## config.mk

```make
export PLATFORM = sky130hd
export DESIGN_NAME = result_banner
export DESIGN_NICKNAME = d
export VERILOG_FILES = /design/src/rtl/result_banner.sv
export SDC_FILE = /design/constraint.sdc
export NUM_CORES = 1
export LEC_CHECK = 0
export ABC_CLOCK_PERIOD_IN_PS = 8600
export CAP_MARGIN = 20
export CORE_UTILIZATION = 50
export CTS_BUF_LIST = sky130_fd_sc_hd__clkbuf_8
export DETAILED_ROUTE_END_ITERATION = 8
export DONT_BUFFER_PORTS = 1
export SLEW_MARGIN = 20
export SYNTH_ARGS = -nofsm -noshare
export SYNTH_HDL_FRONTEND = slang
export SYNTH_SLANG_ARGS = --single-unit
```

## constraint.sdc

```tcl
create_clock -name clk -period 8.6 [get_ports clk]
set_input_delay 1.72 -clock clk [delete_from_list [all_inputs] [get_ports clk]]
set_output_delay 1.72 -clock clk [all_outputs]
set_load 0.005 [all_outputs]
```

## src/rtl/result_banner.sv

```systemverilog
// End-of-game text renderer for the VGA XO display.
// Draws "TIE", "X WIN" or "O WIN" from a 5x7 font scaled by 2^SCALE_LOG2.
// The text slides up into its settled position, then optionally blinks.
// draw is registered: it reflects the scan position presented one clock earlier.
module result_banner #(
  parameter int SCALE_LOG2   = 2,
  parameter int SLIDE_START  = 64,
  parameter int SLIDE_STEP   = 4,
  parameter int BLINK_FRAMES = 30
) (
  input  logic       clk,
  input  logic       rst,
  input  logic       frame_tick,
  input  logic       show,
  input  logic [1:0] result,
  input  logic [9:0] scan_x,
  input  logic [8:0] scan_y,
  input  logic [9:0] x,
  input  logic [8:0] y,
  output logic       draw,
  output logic       busy
);

  typedef enum logic [1:0] {
    ST_IDLE  = 2'd0,
    ST_SLIDE = 2'd1,
    ST_SHOW  = 2'd2
  } state_e;

  localparam logic [10:0] START_OFF  = 11'(SLIDE_START);
  localparam logic [10:0] STEP_OFF   = 11'(SLIDE_STEP);
  localparam logic [15:0] BLINK_LAST = 16'(BLINK_FRAMES > 0 ? BLINK_FRAMES - 1 : 0);

  // Glyph codes used to index the font
  localparam logic [2:0] G_SP = 3'd0;
  localparam logic [2:0] G_T  = 3'd1;
  localparam logic [2:0] G_I  = 3'd2;
  localparam logic [2:0] G_E  = 3'd3;
  localparam logic [2:0] G_X  = 3'd4;
  localparam logic [2:0] G_O  = 3'd5;
  localparam logic [2:0] G_W  = 3'd6;
  localparam logic [2:0] G_N  = 3'd7;

  state_e      state_q, state_d;
  logic [10:0] offset_q, offset_d;
  logic        visible_q, visible_d;
  logic [15:0] blink_cnt_q, blink_cnt_d;
  logic [1:0]  word_q, word_d;
  logic        draw_q, draw_d;

  // Character code at position ch of the latched word (space beyond the end)
  function automatic logic [2:0] glyph_at(input logic [1:0] w, input logic [2:0] ch);
    logic [2:0] g;
    g = G_SP;
    if (w == 2'd3) begin
      case (ch)
        3'd0:    g = G_T;
        3'd1:    g = G_I;
        3'd2:    g = G_E;
        default: g = G_SP;
      endcase
    end else if (w != 2'd0) begin
      case (ch)
        3'd0:    g = (w == 2'd1) ? G_X : G_O;
        3'd2:    g = G_W;
        3'd3:    g = G_I;
        3'd4:    g = G_N;
        default: g = G_SP;
      endcase
    end
    return g;
  endfunction

  // One 5-bit font row; bit 4 is the leftmost column, row 0 is the top
  function automatic logic [4:0] glyph_row(input logic [2:0] g, input logic [2:0] r);
    logic [34:0] bm;
    logic [34:0] sh;
    case (g)
      G_T:     bm = {5'h1F, 5'h04, 5'h04, 5'h04, 5'h04, 5'h04, 5'h04};
      G_I:     bm = {5'h0E, 5'h04, 5'h04, 5'h04, 5'h04, 5'h04, 5'h0E};
      G_E:     bm = {5'h1F, 5'h10, 5'h10, 5'h1E, 5'h10, 5'h10, 5'h1F};
      G_X:     bm = {5'h11, 5'h11, 5'h0A, 5'h04, 5'h0A, 5'h11, 5'h11};
      G_O:     bm = {5'h0E, 5'h11, 5'h11, 5'h11, 5'h11, 5'h11, 5'h0E};
      G_W:     bm = {5'h11, 5'h11, 5'h11, 5'h15, 5'h15, 5'h15, 5'h0A};
      G_N:     bm = {5'h11, 5'h19, 5'h15, 5'h13, 5'h11, 5'h11, 5'h11};
      default: bm = '0;
    endcase
    sh = bm >> (5 * (6 - int'(r)));
    return sh[4:0];
  endfunction

  // State register and banner bookkeeping
  always_ff @(posedge clk or posedge rst) begin
    if (rst) begin
      state_q     <= ST_IDLE;
      offset_q    <= START_OFF;
      visible_q   <= 1'b1;
      blink_cnt_q <= '0;
      word_q      <= 2'd0;
      draw_q      <= 1'b0;
    end else begin
      state_q     <= state_d;
      offset_q    <= offset_d;
      visible_q   <= visible_d;
      blink_cnt_q <= blink_cnt_d;
      word_q      <= word_d;
      draw_q      <= draw_d;
    end
  end

  // Next state: dropping show wins over everything, including a frame tick
  always_comb begin
    state_d     = state_q;
    offset_d    = offset_q;
    visible_d   = visible_q;
    blink_cnt_d = blink_cnt_q;
    word_d      = word_q;
    if (!show) begin
      state_d = ST_IDLE;
    end else begin
      case (state_q)
        ST_IDLE: begin
          if (result != 2'd0) begin
            word_d      = result;
            offset_d    = START_OFF;
            visible_d   = 1'b1;
            blink_cnt_d = '0;
            state_d     = (START_OFF == 11'd0) ? ST_SHOW : ST_SLIDE;
          end
        end
        ST_SLIDE: begin
          if (frame_tick) begin
            if (offset_q <= STEP_OFF) begin
              offset_d = '0;
              state_d  = ST_SHOW;
            end else begin
              offset_d = offset_q - STEP_OFF;
            end
          end
        end
        ST_SHOW: begin
          if ((BLINK_FRAMES > 0) && frame_tick) begin
            if (blink_cnt_q == BLINK_LAST) begin
              blink_cnt_d = '0;
              visible_d   = ~visible_q;
            end else begin
              blink_cnt_d = blink_cnt_q + 16'd1;
            end
          end
        end
        default: state_d = ST_IDLE;
      endcase
    end
  end

  // Pixel lookup for the current scan position (11-bit, no wrap)
  logic [10:0] ty, sx, sy, dx, dy, dx_s, ch, py;
  logic [2:0]  px, word_len, glyph;
  logic [4:0]  row_bits, row_sh;
  logic        hit, pixel_on;

  always_comb begin
    ty       = {2'b00, y} + offset_q;
    sx       = {1'b0, scan_x};
    sy       = {2'b00, scan_y};
    hit      = (sx >= {1'b0, x}) && (sy >= ty);
    dx       = sx - {1'b0, x};
    dy       = sy - ty;
    dx_s     = dx >> SCALE_LOG2;
    ch       = dx_s >> 3;
    px       = dx_s[2:0];
    py       = dy >> SCALE_LOG2;
    word_len = (word_q == 2'd3) ? 3'd3 : ((word_q == 2'd0) ? 3'd0 : 3'd5);
    glyph    = glyph_at(word_q, ch[2:0]);
    row_bits = glyph_row(glyph, py[2:0]);
    row_sh   = row_bits >> (3'd4 - px);
    pixel_on = hit && (ch < {8'b0, word_len}) && (px < 3'd5) && (py < 11'd7) && row_sh[0];
    draw_d   = (state_q != ST_IDLE) && visible_q && pixel_on;
  end

  assign draw = draw_q;
  assign busy = (state_q == ST_SLIDE);

endmodule

```

# Yosys cells after proc, flatten, opt, wreduce, memory -nomap -nowiden
# Cells that the tools add are included.
[op_classes]
add_sub_neg = 7
multipliers = 1
order_cmp = 6
n_eq_ne = 24
shifts = 2
n_mux = 25
bitwise = 1
reduce_logical = 20
[op_table]
columns = ["cell", "count"]
rows = [
  ["35-bit case mux with 7 select lines", 1],
  ["16-bit 2-to-1 mux", 3],
  ["35-bit by 32-bit >> shifter with 5-bit output", 1],
  ["11-bit 2-to-1 mux", 3],
  ["16-bit case mux with 2 select lines", 1],
  ["11-bit case mux with 2 select lines", 1],
  ["16-bit by 1-bit adder with 16-bit output (second input constant)", 1],
  ["16-bit by 5-bit equality test with 1-bit output (second input constant)", 1],
  ["3-bit equality test (second input constant)", 5],
  ["3-bit by 2-bit equality test with 1-bit output (second input constant)", 4],
  ["3-bit 2-to-1 mux", 4],
  ["2-bit case mux with 3 select lines", 2],
  ["3-bit case mux with 4 select lines", 1],
  ["4-bit AND reduction", 3],
  ["9-bit by 11-bit adder with 11-bit output", 1],
  ["9-bit by 11-bit >= comparator with 1-bit output", 1],
  ["11-bit by 3-bit <= comparator with 1-bit output (second input constant)", 1],
  ["10-bit by 10-bit subtractor with 11-bit output", 1],
  ["11-bit by 3-bit subtractor with 11-bit output (second input constant)", 1],
  ["9-bit by 11-bit subtractor with 11-bit output", 1],
  ["10-bit >= comparator", 1],
  ["2-bit != test (second input constant)", 5],
  ["2-bit nonzero test", 5],
  ["9-bit by 3-bit less-than comparator with 1-bit output (second input constant)", 1],
  ["other kinds (20)", 37],
]
[word_totals]
reg_bits = 33
inputBits = 44
wordCells = 92

# Logic depth before layout (Yosys ltp)
[depth]
word_depth = 11
ltp_mapped = 22

# Least setup slack after synthesis
# No wires, ideal clock.
[synth_timing]
path_type = "input-to-reg"
start = "in y[2]"
end = "reg draw_q, in the netlist draw"
setup_time_ns = 0.111
t_arrival_ns = 5.846
required_ns = 8.489
slack_ns = 2.642
stages = 22
n_path_buf = 1
path_cell_list = "ha_1 inv_1 ha_1 or3_1 nand2_1 inv_1 buf_6 ha_1 xnor2_1 xnor2_1 ha_1 inv_1 fa_1 inv_1 fa_1 nor2_1 o31ai_1 a211oi_1 o211ai_1 o32ai_1 o211ai_1 a2111oi_2"
[synth_via]
elab_chain_len = 8
[synth_rtl]
columns = ["item", "line", "source"]
rows = [
  ["start: declaration", "19", "input logic [8:0] y,"],
  ["9-bit by 11-bit adder with 11-bit output *", "163", "ty = {2'b00, y} + offset_q;"],
  ["9-bit by 11-bit subtractor with 11-bit output or 9-bit by 11-bit >= comparator with 1-bit output (tied branches)", "168, 166", ""],
  ["3-bit by 3-bit subtractor with 4-bit output or 1-bit logical AND (tied branches)", "88, 166", ""],
  ["4-bit by 4-bit multiplier with 8-bit output or 1-bit logical AND (tied branches)", "88, 177", ""],
  ["35-bit by 32-bit >> shifter with 5-bit output or 1-bit logical AND (tied branches)", "88, 177", ""],
  ["5-bit by 3-bit >> shifter with 1-bit output or 1-bit logical AND (tied branches)", "176, 177", ""],
  ["1-bit logical AND *", "177", "pixel_on = hit && (ch < {8'b0, word_len}) && (px < 3'd5) && (py < 11'd7) && row_sh[0];"],
  ["1-bit logical AND *", "178", "draw_d = (state_q != ST_IDLE) && visible_q && pixel_on;"],
  ["named net draw_d", "49", "logic draw_q, draw_d;"],
  ["end signal: assignment", "107", "draw_q <= draw_d;"],
  ["end: declaration", "49", ""],
]
# The timed path passes the listed nets; every way through them passes the cells marked *.
# A chain may end at the register's enable or synchronous reset.

# Worst setup path after layout
# Same ends and word-level chain as after synthesis.

==> flow_summary.rst <==
.. list-table::
   :header-rows: 1

   * - Metric
     - Value
   * - Total setup violations reported at the end of the flow
     - 0
   * - GP Congestion
     - 0.9417
   * - Status
     - complete, but fails checks
   * - Slowest Stage Delay on Critical Path
     - 0.49 ns
   * - Synth Instances
     - 608
   * - Synthesized netlist net count
     - 692
   * - Peak Freq
     - 150.1 MHz
   * - Slew at the pin closest to its max-slew limit
     - 0.7614 ns
   * - Height of the chip
     - 97.65 um
   * - Count of synthesis-stage warnings from yosys
     - 0
   * - Failing checks
     - DRC
   * - Cell class contributing the biggest share of worst-path delay
     - adder cells
   * - Final instance area
     - 4631 sq um
   * - Post-detailed-routing wire length
     - 12.89 mm
   * - Async set-or-reset flop fraction in the synthesized netlist
     - 1.000
   * - Yosys top cell area share
     - 0.1586
   * - Post-synth EDFFs
     - 0
   * - Clock root cell
     - clkbuf_8
   * - Data arrival time of the critical path
     - 6.83 ns
   * - Library cell occupying the most area in the post-synthesis netlist
     - dfrtp_1
   * - Unrepaired setup endpoints after global routing
     - no
   * - DRC violation total after the first TritonRoute iteration
     - 343
   * - Critical Path Sink Type
     - flop
   * - Number of violations of the max-capacitance limit
     - 0
   * - Period Utilization, post-route
     - 0.7744
   * - Mean post-synth cell area
     - 7.524 sq um
   * - Via count of the first global-routing pass
     - 4,236
   * - Rel. slew slack
     - 0.4921
   * - Number of failing hold endpoints at the final stage
     - 0
   * - Total Die Area
     - 9536 sq um
   * - Flip-flop cell with the highest count after synthesis
     - dfrtp_1
   * - Global-route wire length before repair
     - 21.16 mm
   * - Kind of critical path
     - in2reg
   * - Standard-cell row count
     - 34
   * - Clock buffer depth
     - 2
   * - Via/cell ratio
     - 6.587
   * - Number of inserted diodes
     - 0
   * - Final nets
     - 673
   * - Cell area after technology mapping
     - 4574 sq um
   * - Total number of vias
     - 4,598
   * - H-tree lvl count
     - 2
   * - Critical-path top delay cell
     - fa_1
   * - Antenna violations before repair
     - 0
   * - Category of the worst setup path launch point
     - input pin
   * - Length of the first detailed-routing pass in iterations
     - 7
   * - Clock-pin slew on the worst setup and hold paths
     - 0.07 ns
   * - Residual overflow from global routing
     - 0
   * - Fraction of the yosys area taken by sequential cells
     - 0.1701
   * - Critical path buffers and inverters
     - 4
   * - Post-cts hold buffer count
     - 0
   * - Die X
     - 97.65 um
   * - Data required time of the worst path
     - 8.77 ns
   * - Layout filler cell count
     - 878
   * - Synthesis-stage register bit count
     - 31
   * - IO buf count
     - 0
   * - Maximum number of pins on one net before global-route repair
     - 32
   * - Synth-to-layout area growth
     - 1.231%
   * - Type of the tightest min-delay check
     - reg2reg
   * - Inserted Clock Buffers
     - 5
   * - Setup TNS
     - 0 ns
   * - Cells along the critical path
     - ha_1 -> inv_1 -> ha_1 -> or3_1 -> nand2_1 -> inv_1 -> ha_1 -> xnor2_1 -> xnor2_1 -> ha_1 -> inv_1 -> fa_1 -> inv_1 -> fa_1 -> nor2_1 -> o31ai_1 -> a211oi_1 -> o211ai_1 -> o32ai_1 -> o211ai_1 -> a2111oi_2
   * - Ports
     - 46
   * - # Post-CTS Setup Buffers
     - 0
   * - Post-route DRC violation count
     - 4
   * - Initial core utilization
     - 0.5195
   * - Largest cells by area after synthesis
     - dfrtp_1, ha_1, nand2_1, nor2_1, o21ai_0
   * - Final hold slack
     - 0.5173 ns
   * - Standard cell area after detailed placement
     - 4542 sq um
   * - Clock network latency to the later pin of the worst-skew pair
     - 0.28 ns
   * - Residual antenna-violating net count after detailed routing
     - 0
   * - Area inside the core boundary
     - 8806 sq um
   * - Largest fanout of any net on the critical path
     - 12
   * - Share of final-layout standard cells stronger than drive strength 1
     - 0.07797
   * - Number of library cell types mapped by synthesis
     - 90
   * - CTS tree
     - yes
   * - Number of sinks driven by the clock tree
     - 31
   * - Min Clock Period, post-route
     - 6.660 ns
   * - CTS resizes
     - 0
   * - Placed wire-length estimate after detailed placement
     - 9.978 mm
   * - Routed length per instance
     - 18.47 um
   * - Worst Clk Skew
     - 0.004233 ns
   * - Total GRT Usage
     - 0.2742
   * - Total count of max-transition violations in the final report
     - 0
-- per-layer routing --
layer	part of all wire	track usage	vias up
met3	0.058	0.03165	39
li1	-	-	2237
met4	0.036	0.1142	0
met2	0.46	0.4463	187
met1	0.45	0.3680	2135
met5	0	0	-
-- layout by cell type, fill, tap and decap left out, types with 3 or more instances in the layout --
master | netlist | routed
and2_1 | 3 | 3
nand2_1 | 64 | 64
a311oi_1 | 3 | 3
inv_1 | 39 | 39
or2_2 | 4 | 4
o311ai_0 | 3 | 3
ha_1 | 38 | 38
o211ai_1 | 20 | 20
a31oi_1 | 9 | 9
or3_1 | 8 | 8
a211oi_1 | 11 | 11
xnor2_1 | 7 | 7
a21oi_1 | 34 | 34
a41oi_1 | 3 | 3
o31ai_1 | 4 | 4
a21oi_2 | 4 | 4
o21ai_0 | 43 | 43
o22ai_1 | 4 | 4
nor2b_1 | 8 | 8
nor3_1 | 19 | 19
nand3_1 | 22 | 22
nor2_1 | 58 | 58
nand2b_1 | 4 | 4
o21ai_1 | 3 | 3
dfrtp_1 | 29 | 29
a22oi_1 | 3 | 3
o21a_1 | 10 | 10
clkbuf_8 | 0 | 5
o22a_1 | 3 | 3
mux2i_1 | 5 | 5
o221ai_1 | 3 | 3
a21o_1 | 3 | 3
buf_4 | 3 | 4
and3_1 | 9 | 9
nor4_1 | 6 | 6
xor2_1 | 13 | 13
nand4_1 | 12 | 12
nor4bb_1 | 3 | 3
-- synth_stat cells (4+ instances only) --
library cell	count
nand2_1	64
nor2_1	58
o21ai_0	43
inv_1	39
ha_1	38
a21oi_1	34
dfrtp_1	29
nand3_1	22
o211ai_1	20
nor3_1	19
clkbuf_1	13
xor2_1	13
nand4_1	12
a211oi_1	11
o21a_1	10
a31oi_1	9
and3_1	9
buf_6	9
nor2b_1	8
or3_1	8
xnor2_1	7
nor4_1	6
buf_2	5
mux2i_1	5
a21oi_2	4
nand2b_1	4
o22ai_1	4
o31ai_1	4
or2_2	4
-- kinds of logic (layout without fill, tap and decap cells) --
group / count (synthesis) / count (layout) / synth area share
xor gates and xnor gates: 20 / 20 / 0.03829
AOI/OAI and AO/OA: 204 / 204 / 0.3321
adders and majority gates: 40 / 40 / 0.1127
DFF: 31 / 31 / 0.1701
muxes: 6 / 6 / 0.01586
and+or+nand+nor: 235 / 235 / 0.2522
buffers and inverters: 72 / 54 / 0.07878
-- path summary, 6_finish.rpt --
check / slack [ns] / depth (start not counted) / endpoint / start
max in group asynchronous: 6.88 / 2 / visible_q / rst
max reg2reg: 2.88 / 21 / draw / offset_q[2]
min reg2reg: 0.52 / 2 / word_q[1] / word_q[1]
min in group asynchronous: 1.40 / 2 / blink_cnt_q[0] / rst
min: 0.52 / 2 / word_q[1] / word_q[1]
max: 1.94 / 21 / draw / y[2]
-- worst reg2reg max path: cells and delay by family, from the launching register on --
family | cells | cell delay [ns]
fa+ha+maj | 6 | 1.99
flops | 1 | 0.45
simple gates | 3 | 0.98
buf+inv | 4 | 0.53
compound gates | 6 | 1.26
xor+xnor | 2 | 0.41
-- registers in the layout, summed over array words and instances (netlist names) --
register,cells
blink_cnt_q,16
offset_q,9
draw,1
word_q,2
visible_q,1
state_q,2
-- stage by stage --
stage | util | cells | setup WS (ns)
3_5_place_dp | 0.5158 | 690 | 1.732
3_3_place_gp | 0.5158 | 690 | 1.835
4_1_cts | 0.5259 | 698 | 2.005
2_1_floorplan | - | 608 | 2.642
5_1_grt | 0.5259 | 698 | 1.650
6_report | 0.5259 | 698 | 1.940
-- final cells by class --
class	instances	area, sq um	share of cell area
Timing Repair Buffer	4	30.03	0.006485
Sequential cell	31	778.2	0.1681
Multi-Input combinational cell	505	3436	0.7420
Clock inverter	3	20.02	0.004323
Inverter	42	162.7	0.03513
Tap cell	108	135.1	0.02918
Clock buffer	5	68.82	0.01486
Power is left out: the tool's default activity adds up to more than one toggle a clock period on the data nets, which glitch-free logic cannot reach.
